<file path="src/rtl/alarm_ctrl.sv">
// Alarm controller: four programmable alarm slots, ring/snooze/timeout
// session FSM and sticky per-slot missed flags.
module alarm_ctrl #(
    parameter int SNOOZE_MIN  = 5,
    parameter int TIMEOUT_MIN = 10,
    parameter int MAX_SNOOZE  = 3
) (
    input  logic        clk,
    input  logic        rst,
    input  logic [10:0] time_in,
    input  logic        min_tick,
    input  logic [1:0]  slot_sel,
    input  logic [10:0] time_set_in,
    input  logic        set_time,
    input  logic [3:0]  slot_en,
    input  logic        snooze,
    input  logic        end_ring,
    input  logic        clear_missed,
    output logic        ring,
    output logic [1:0]  active_slot,
    output logic        snoozing,
    output logic [2:0]  snooze_left,
    output logic [3:0]  missed
);

    localparam logic [1:0] S_IDLE   = 2'd0;
    localparam logic [1:0] S_RING   = 2'd1;
    localparam logic [1:0] S_SNOOZE = 2'd2;

    logic [10:0] slot_q [4];
    logic [1:0]  state, state_n;
    logic [1:0]  active_n;
    logic [2:0]  left_n;
    logic [4:0]  ring_cnt, ring_cnt_n;
    logic [4:0]  snz_cnt, snz_cnt_n;
    logic [3:0]  match, miss_set, missed_n;
    logic [1:0]  grant;

    // Per-slot match against the freshly rolled-over minute, plus lowest-index grant
    always_comb begin
        grant = 2'd0;
        for (int i = 0; i < 4; i++)
            match[i] = min_tick & slot_en[i] & (slot_q[i] == time_in);
        for (int i = 3; i >= 0; i--)
            if (match[i]) grant = 2'(i);
    end

    // Session next-state logic; the active slot is latched so rewriting its
    // alarm time mid-session has no effect on the running session
    always_comb begin
        state_n    = state;
        active_n   = active_slot;
        left_n     = snooze_left;
        ring_cnt_n = ring_cnt;
        snz_cnt_n  = snz_cnt;
        miss_set   = 4'b0;
        case (state)
            S_IDLE: begin
                if (|match) begin
                    state_n         = S_RING;
                    active_n        = grant;
                    left_n          = 3'(MAX_SNOOZE);
                    ring_cnt_n      = 5'd0;
                    miss_set        = match;
                    miss_set[grant] = 1'b0;
                end
            end
            S_RING, S_SNOOZE: begin
                // any alarm arriving during a session is missed
                miss_set = match;
                if (end_ring || !slot_en[active_slot]) begin
                    state_n = S_IDLE;
                end else if (state == S_RING) begin
                    if (snooze && snooze_left != 3'd0) begin
                        state_n   = S_SNOOZE;
                        snz_cnt_n = 5'(SNOOZE_MIN);
                        left_n    = snooze_left - 3'd1;
                    end else if (min_tick) begin
                        if (ring_cnt == 5'(TIMEOUT_MIN - 1)) begin
                            state_n               = S_IDLE;
                            miss_set[active_slot] = 1'b1;
                        end else begin
                            ring_cnt_n = ring_cnt + 5'd1;
                        end
                    end
                end else if (min_tick) begin
                    if (snz_cnt == 5'd1) begin
                        state_n    = S_RING;
                        ring_cnt_n = 5'd0;
                        snz_cnt_n  = 5'd0;
                    end else begin
                        snz_cnt_n = snz_cnt - 5'd1;
                    end
                end
            end
            default: state_n = S_IDLE;
        endcase
        if (state_n == S_IDLE) begin
            active_n   = 2'd0;
            left_n     = 3'd0;
            ring_cnt_n = 5'd0;
            snz_cnt_n  = 5'd0;
        end
        // set beats clear on the same bit
        missed_n = (clear_missed ? 4'b0 : missed) | miss_set;
    end

    // Slot registers, writable in any state
    always_ff @(posedge clk or posedge rst) begin
        if (rst) begin
            for (int i = 0; i < 4; i++) slot_q[i] <= 11'd0;
        end else if (set_time) begin
            slot_q[slot_sel] <= time_set_in;
        end
    end

    // Session state and registered outputs
    always_ff @(posedge clk or posedge rst) begin
        if (rst) begin
            state       <= S_IDLE;
            ring        <= 1'b0;
            snoozing    <= 1'b0;
            active_slot <= 2'd0;
            snooze_left <= 3'd0;
            ring_cnt    <= 5'd0;
            snz_cnt     <= 5'd0;
            missed      <= 4'b0;
        end else begin
            state       <= state_n;
            ring        <= (state_n == S_RING);
            snoozing    <= (state_n == S_SNOOZE);
            active_slot <= active_n;
            snooze_left <= left_n;
            ring_cnt    <= ring_cnt_n;
            snz_cnt     <= snz_cnt_n;
            missed      <= missed_n;
        end
    end

endmodule
</file>
<file path="config.mk">
export PLATFORM = sky130hd
export DESIGN_NAME = alarm_ctrl
export DESIGN_NICKNAME = d
export VERILOG_FILES = /design/src/rtl/alarm_ctrl.sv
export SDC_FILE = /design/constraint.sdc
export NUM_CORES = 1
export LEC_CHECK = 0
export CAP_MARGIN = 15
export CORE_AREA = 2 2 85 87
export CTS_BUF_LIST = sky130_fd_sc_hd__clkbuf_8
export DETAILED_ROUTE_END_ITERATION = 7
export DIE_AREA = 0 0 87 89
export PLACE_DENSITY = 0.8
export SYNTH_ARGS = -nofsm -noshare
export SYNTH_HDL_FRONTEND = slang
export SYNTH_SLANG_ARGS = --single-unit
</file>
<file path="constraint.sdc">
create_clock -name clk -period 2.75 [get_ports clk]
set_input_delay 0.55 -clock clk [delete_from_list [all_inputs] [get_ports clk]]
set_output_delay 0.55 -clock clk [all_outputs]
set_load 0.03 [all_outputs]
</file>
* Word-level counts from Yosys, hierarchy flattened
Cells that the tools add are included.
Storage, ports and cells: logic and storage cells 131, register bits 67, bits of input ports 35, output and inout port bits 11
Cells by class: add/subtract/negate cells 3, multiplexer cells 56, order comparisons 6, equality and inequality tests 21, bitwise logic cells 13, reductions and logical operators 20
Operators with widths (number):
- 5-bit two-way mux | 16
- 44-bit bitwise mux | 1
- 11-bit == test | 4
- 2-bit two-way mux | 15
- 4-bit two-way mux | 7
- 11-bit demux with 2-bit select | 1
- 4-bit inequality test, second input constant | 5
- 3-bit two-way mux | 5
- 3-bit inequality test, second input constant | 4
- 11-bit two-way mux | 1
- 5-bit one-hot mux with 2 select lines | 1
- 3-bit nonzero test | 3
- 1-bit bitwise AND | 8
- 4-bit OR | 2
- 4-bit one-hot mux with 2 select lines | 1
- 8-bit AND reduction | 1
- 2-bit by 3-bit < comparator with 1-bit output, second input constant | 2
- 3-bit one-hot mux with 2 select lines | 1
- 2-bit nonzero test | 3
- 5-bit by 1-bit adder with 5-bit output, second input constant | 1
- 5-bit by 1-bit == test with 1-bit output, second input constant | 1
- 5-bit by 4-bit == test with 1-bit output, second input constant | 1
- 5-bit AND reduction | 1
- 5-bit by 1-bit subtractor with 5-bit output, second input constant | 1
- other kinds (23) | 33

* Longest topological paths before layout
word-level depth 15, depth in mapped cells 10, mapped depth without buffers 9

* Worst setup path after synthesis
OpenSTA, ideal clock, no wires.
path kind flip-flop to flip-flop, start point reg snooze_left[0], end point reg snooze_left[2], cell stages (with the launch flop) 11, required time 2.677 ns, arrival 2.095 ns, setup time 0.073 ns, path buffers 2, clock period less this slack 2.168 ns, setup slack 0.582 ns, cells stage by stage dfrtp_1 -> inv_1 -> ha_1 -> a21boi_1 -> and2_1 -> clkbuf_1 -> a211o_1 -> o21ai_2 -> a21o_4 -> buf_12 -> a21oi_2
Between the ends: longest elaborated chain between the ends 9, elaborated cells between the ends (all ways) 19, those cells by class add/sub (1); eq/ne (4); mux (9); reduce/logical (5)
RTL lines:
- from (decl) | line 22 | output logic [2:0] snooze_left,
- from (signal assigned) | line 133 | snooze_left <= left_n;
- 3-bit nonzero test | line 74 | if (snooze && snooze_left != 3'd0) begin
- 1-bit logical AND | line 74
- 2-bit two-way mux | line 74
- 2-bit two-way mux | line 73 | end else if (state == S_RING) begin
- 2-bit two-way mux | line 71 | if (end_ring || !slot_en[active_slot]) begin
- 2-bit one-hot mux with 2 select lines | line 57 | case (state)
- 2-bit logical NOT | line 98 | if (state_n == S_IDLE) begin
- 3-bit inequality test (no source line) or 3-bit nonzero test (tied branches)
- 5-bit AND reduction (no source line)
Parallel ways exist; a longest one is shown, timed or not. The select of a mux whose other input is x is not followed. A chain may end at the register's enable or synchronous reset.

* Final worst setup path
start point in min_tick, end point reg ring_cnt[1]
Between the ends: longest elaborated chain between the ends 8, elaborated cells between the ends (all ways) 27, those cells by class eq/ne (7); mux (8); bitwise (8); reduce/logical (4)
RTL lines:
- from (decl) | line 11 | input logic min_tick,
- 1-bit bitwise AND or 2-bit two-way mux (tied branches) | line 43, 78
- 1-bit bitwise AND or 2-bit two-way mux (tied branches) | line 43, 74
- 4-bit OR reduction or 2-bit two-way mux (tied branches) | line 59, 73
- 2-bit two-way mux (on tied branches) | line 59, 71
- 2-bit one-hot mux with 2 select lines | line 57
- 2-bit logical NOT | line 98
- 4-bit inequality test (no source line), or another cell as far along
- 8-bit AND reduction (no source line)
- to (signal assigned) | line 134 | ring_cnt <= ring_cnt_n;
- to (decl) | line 34 | logic [4:0] ring_cnt, ring_cnt_n;
Parallel ways exist; a longest one is shown, timed or not.

==> impl_metrics.ini <==
[run_status]
status = finished clean

[job]
maxCapViolations = 0

[critical_path]
criticalPathCategory = in2reg
path_delay_family = simple AND/OR/NAND/NOR gates
crit_path_cell_trace = clkdlybuf4s50_1 > nand2_1 > nor4_1 > nand3_1 > and4_4 > a211oi_4 > mux2i_1 > nor2_2
critPathMaxStageDelay_ns = 0.60
start_kind = input port
cp-end-kind = register
cp_slowest_cell = clkdlybuf4s50_1
crit_fanout = 7
required_ns = 2.99
cp_num_buf_inv = 1
cp.arrival_ns = 2.73

[synthesis]
synthFlopType = dfrtp_1
ys_seq_area_share_pct = 43.3
syn_inst = 354
syn_nets = 398
ys_top_cells_by_count = dfrtp_1 (67), mux2_2 (44), xor2_1 (44)
synth_edf_count = 0
synth_area_per_cell_um2 = 10.9
synth-seq-cells = 67
synth.most_common_cell = dfrtp_1
synth_top_area_share_pct = 43.3
yosysWarningCount = 0
async_reset_ff_share_pct = 100
synth.top_cells.by_area = dfrtp_1 (43%), mux2_2 (13%), xor2_1 (10%)
yosysTopAreaCell = dfrtp_1
ys_types = 53
netlist_area_um2 = 3870

[cts]
post_cts_buffers = 0
post_cts_resized = 0
insertion_delay_ns = 0.35
clk_pin_slew_ns = 0.08
numCtsBuffers = 9
cts_tree = built
clockBufferDepth = 2
cts.sinks = 67
cts_hold_buf = 0
cts.htree.levels = 3
root_buffer = clkbuf_8

[power]
switchingPower_uw = 1000
p_comb_share_pct = 27.9
power_density_nw_per_um2 = 666
swShare_pct = 32.3
ir_drop_v = 0.000426
seq_power_share_pct = 39.3
internal_power_uw = 2100
clkPwrFrac_pct = 32.9
p_leak_uw = 0.00192

[routing]
first_pass_iters = 5
wl_per_cell_um = 18.4
ant_nets = 0
wl_met3_um = 462
wirelength_mm = 9.04
vias = 3012
first_iter_violations = 178
drc = 0
met1_length_mm = 3.90
avgViaCountPerCell = 6.13
wl_met2_mm = 4.46
top_layer = met4

[timing]
hold_violations = 0
max_freq_mhz = 402
finalMaxSlewViolations = 0
min_period_over_period_pct = 90.4
setup_viol = 0
grt_setup_unrepaired = false
worst_pin_slew_ns = 0.694
max-slew-margin-rel_pct = 53.6
period_minus_slack_ns = 2.49
fin_worst_skew_ns = 0.0123
tns_ns = 0

[floorplanning]
fp.dieW_um = 87
io_pins = 46
core-area_um2 = 6720
die_area_um2 = 7740
dieHeight_um = 89
row_count = 30
start_util_pct = 57.6

[cells_and_area]
finish.utilization_pct = 69.5
final_nets = 450
drive_gt1_share_pct = 23.4
antenna_cells = 0
regArea_um2 = 1680
fill_cells = 495
syn_to_final_growth_pct = 20.7
fin_cells = 491
multi_input_area_um2 = 2060

[placed_design]
gp_congestion = 0.949
numPortBuffers = 45
dp_hpwl_mm = 6.73
dp.cells = 475

[global_route]
grt_util_all_layers_pct = 25.2
grt_first_pass_wirelength_mm = 14.9
grt-ovfl-total = 0
grt_max_degree = 68
grt_pass1_vias = 3025
antenna_found_initial = 0

[worst_hold_path]
hp-class = reg2reg
## final timing paths
path | slack [ns] | endpoint | from | depth (start not counted)
max | 0.26 | ring_cnt[1] | min_tick | 8
min | 0.52 | missed[0] | missed[0] | 1
max reg2reg | 0.37 | ring_cnt[3] | state[0] | 7
min reg2reg | 0.52 | missed[0] | missed[0] | 1
max in group asynchronous | 1.86 | slot_q[36] | rst | 3
min in group asynchronous | 0.60 | state[0] | rst | 3
## power groups by stage
| stage | combinational (uW) | sequential (uW) | clock, uW |
|---|---|---|---|
| 2_1_floorplan | 600 | 1220 | 0 |
| 3_3_place_gp | 836 | 1230 | 0 |
| 3_5_place_dp | 853 | 1240 | 0 |
| 4_1_cts | 861 | 1220 | 1040 |
| 5_1_grt | 940 | 1240 | 1070 |
| 6_report | 867 | 1220 | 1020 |
## sequential cells by signal (all words and copies together) (netlist names)
signal and flops:
snz_cnt 5, active_slot 2, missed 4, slot_q 44, ring_cnt 5, ring 1, state 2, snooze_left 3
snoozing 1
## layout by cell type (no fill, tap or decap), types with 9 or more instances in the layout
cell,count
clkbuf_8,9
clkdlybuf4s50_1,45
dfrtp_1,67
ha_1,9
inv_1,16
mux2_2,44
nand2_1,17
nand3_1,14
nor2_1,12
nor3_1,10
nor4_1,24
xor2_1,44
## kinds of logic after synthesis
| logic type | after synthesis | share of synthesized area (%) |
|---|---|---|
| buffers and inverters | 29 | 3.49 |
| adder cells (fa/ha/maj) | 9 | 2.91 |
| flip-flops | 67 | 43.3 |
| AND/OR/NAND/NOR | 107 | 15.9 |
| AO/OA/AOI/OAI | 50 | 10.3 |
| XOR/XNOR | 44 | 9.95 |
| multiplexers | 48 | 14.2 |
## cell type report
type                    count  area share [%]
inverters                  17            1.37
repair buffers             53            11.2
well taps                  80            2.14
clock buffers               9            2.65
flip-flops and latches     67            35.9
clock inverters             7            2.65
multi-input cells         258            44.1
## metal layers
metal | vias to the layer above | GRT usage [%]
met3 | 29 | 4.80
met4 | 0 | 10.9
met5 | - | 0
met2 | 103 | 42.1
met1 | 1490 | 32.2
li1 | 1390 | -
## metrics by stage
step           hold WS, ns  total power [uW]  instance area, um2  worst slack (ns)
4_1_cts              0.518              3120                4670             0.285
6_report             0.516              3110                4670             0.263
3_3_place_gp         0.501              2060                4420           -0.0129
5_1_grt              0.540              3250                4670             0.126
2_1_floorplan        0.499              1820                3870             0.517
3_5_place_dp         0.500              2090                4420           -0.0858
No activity file was read; power rests on OpenSTA's default activity.
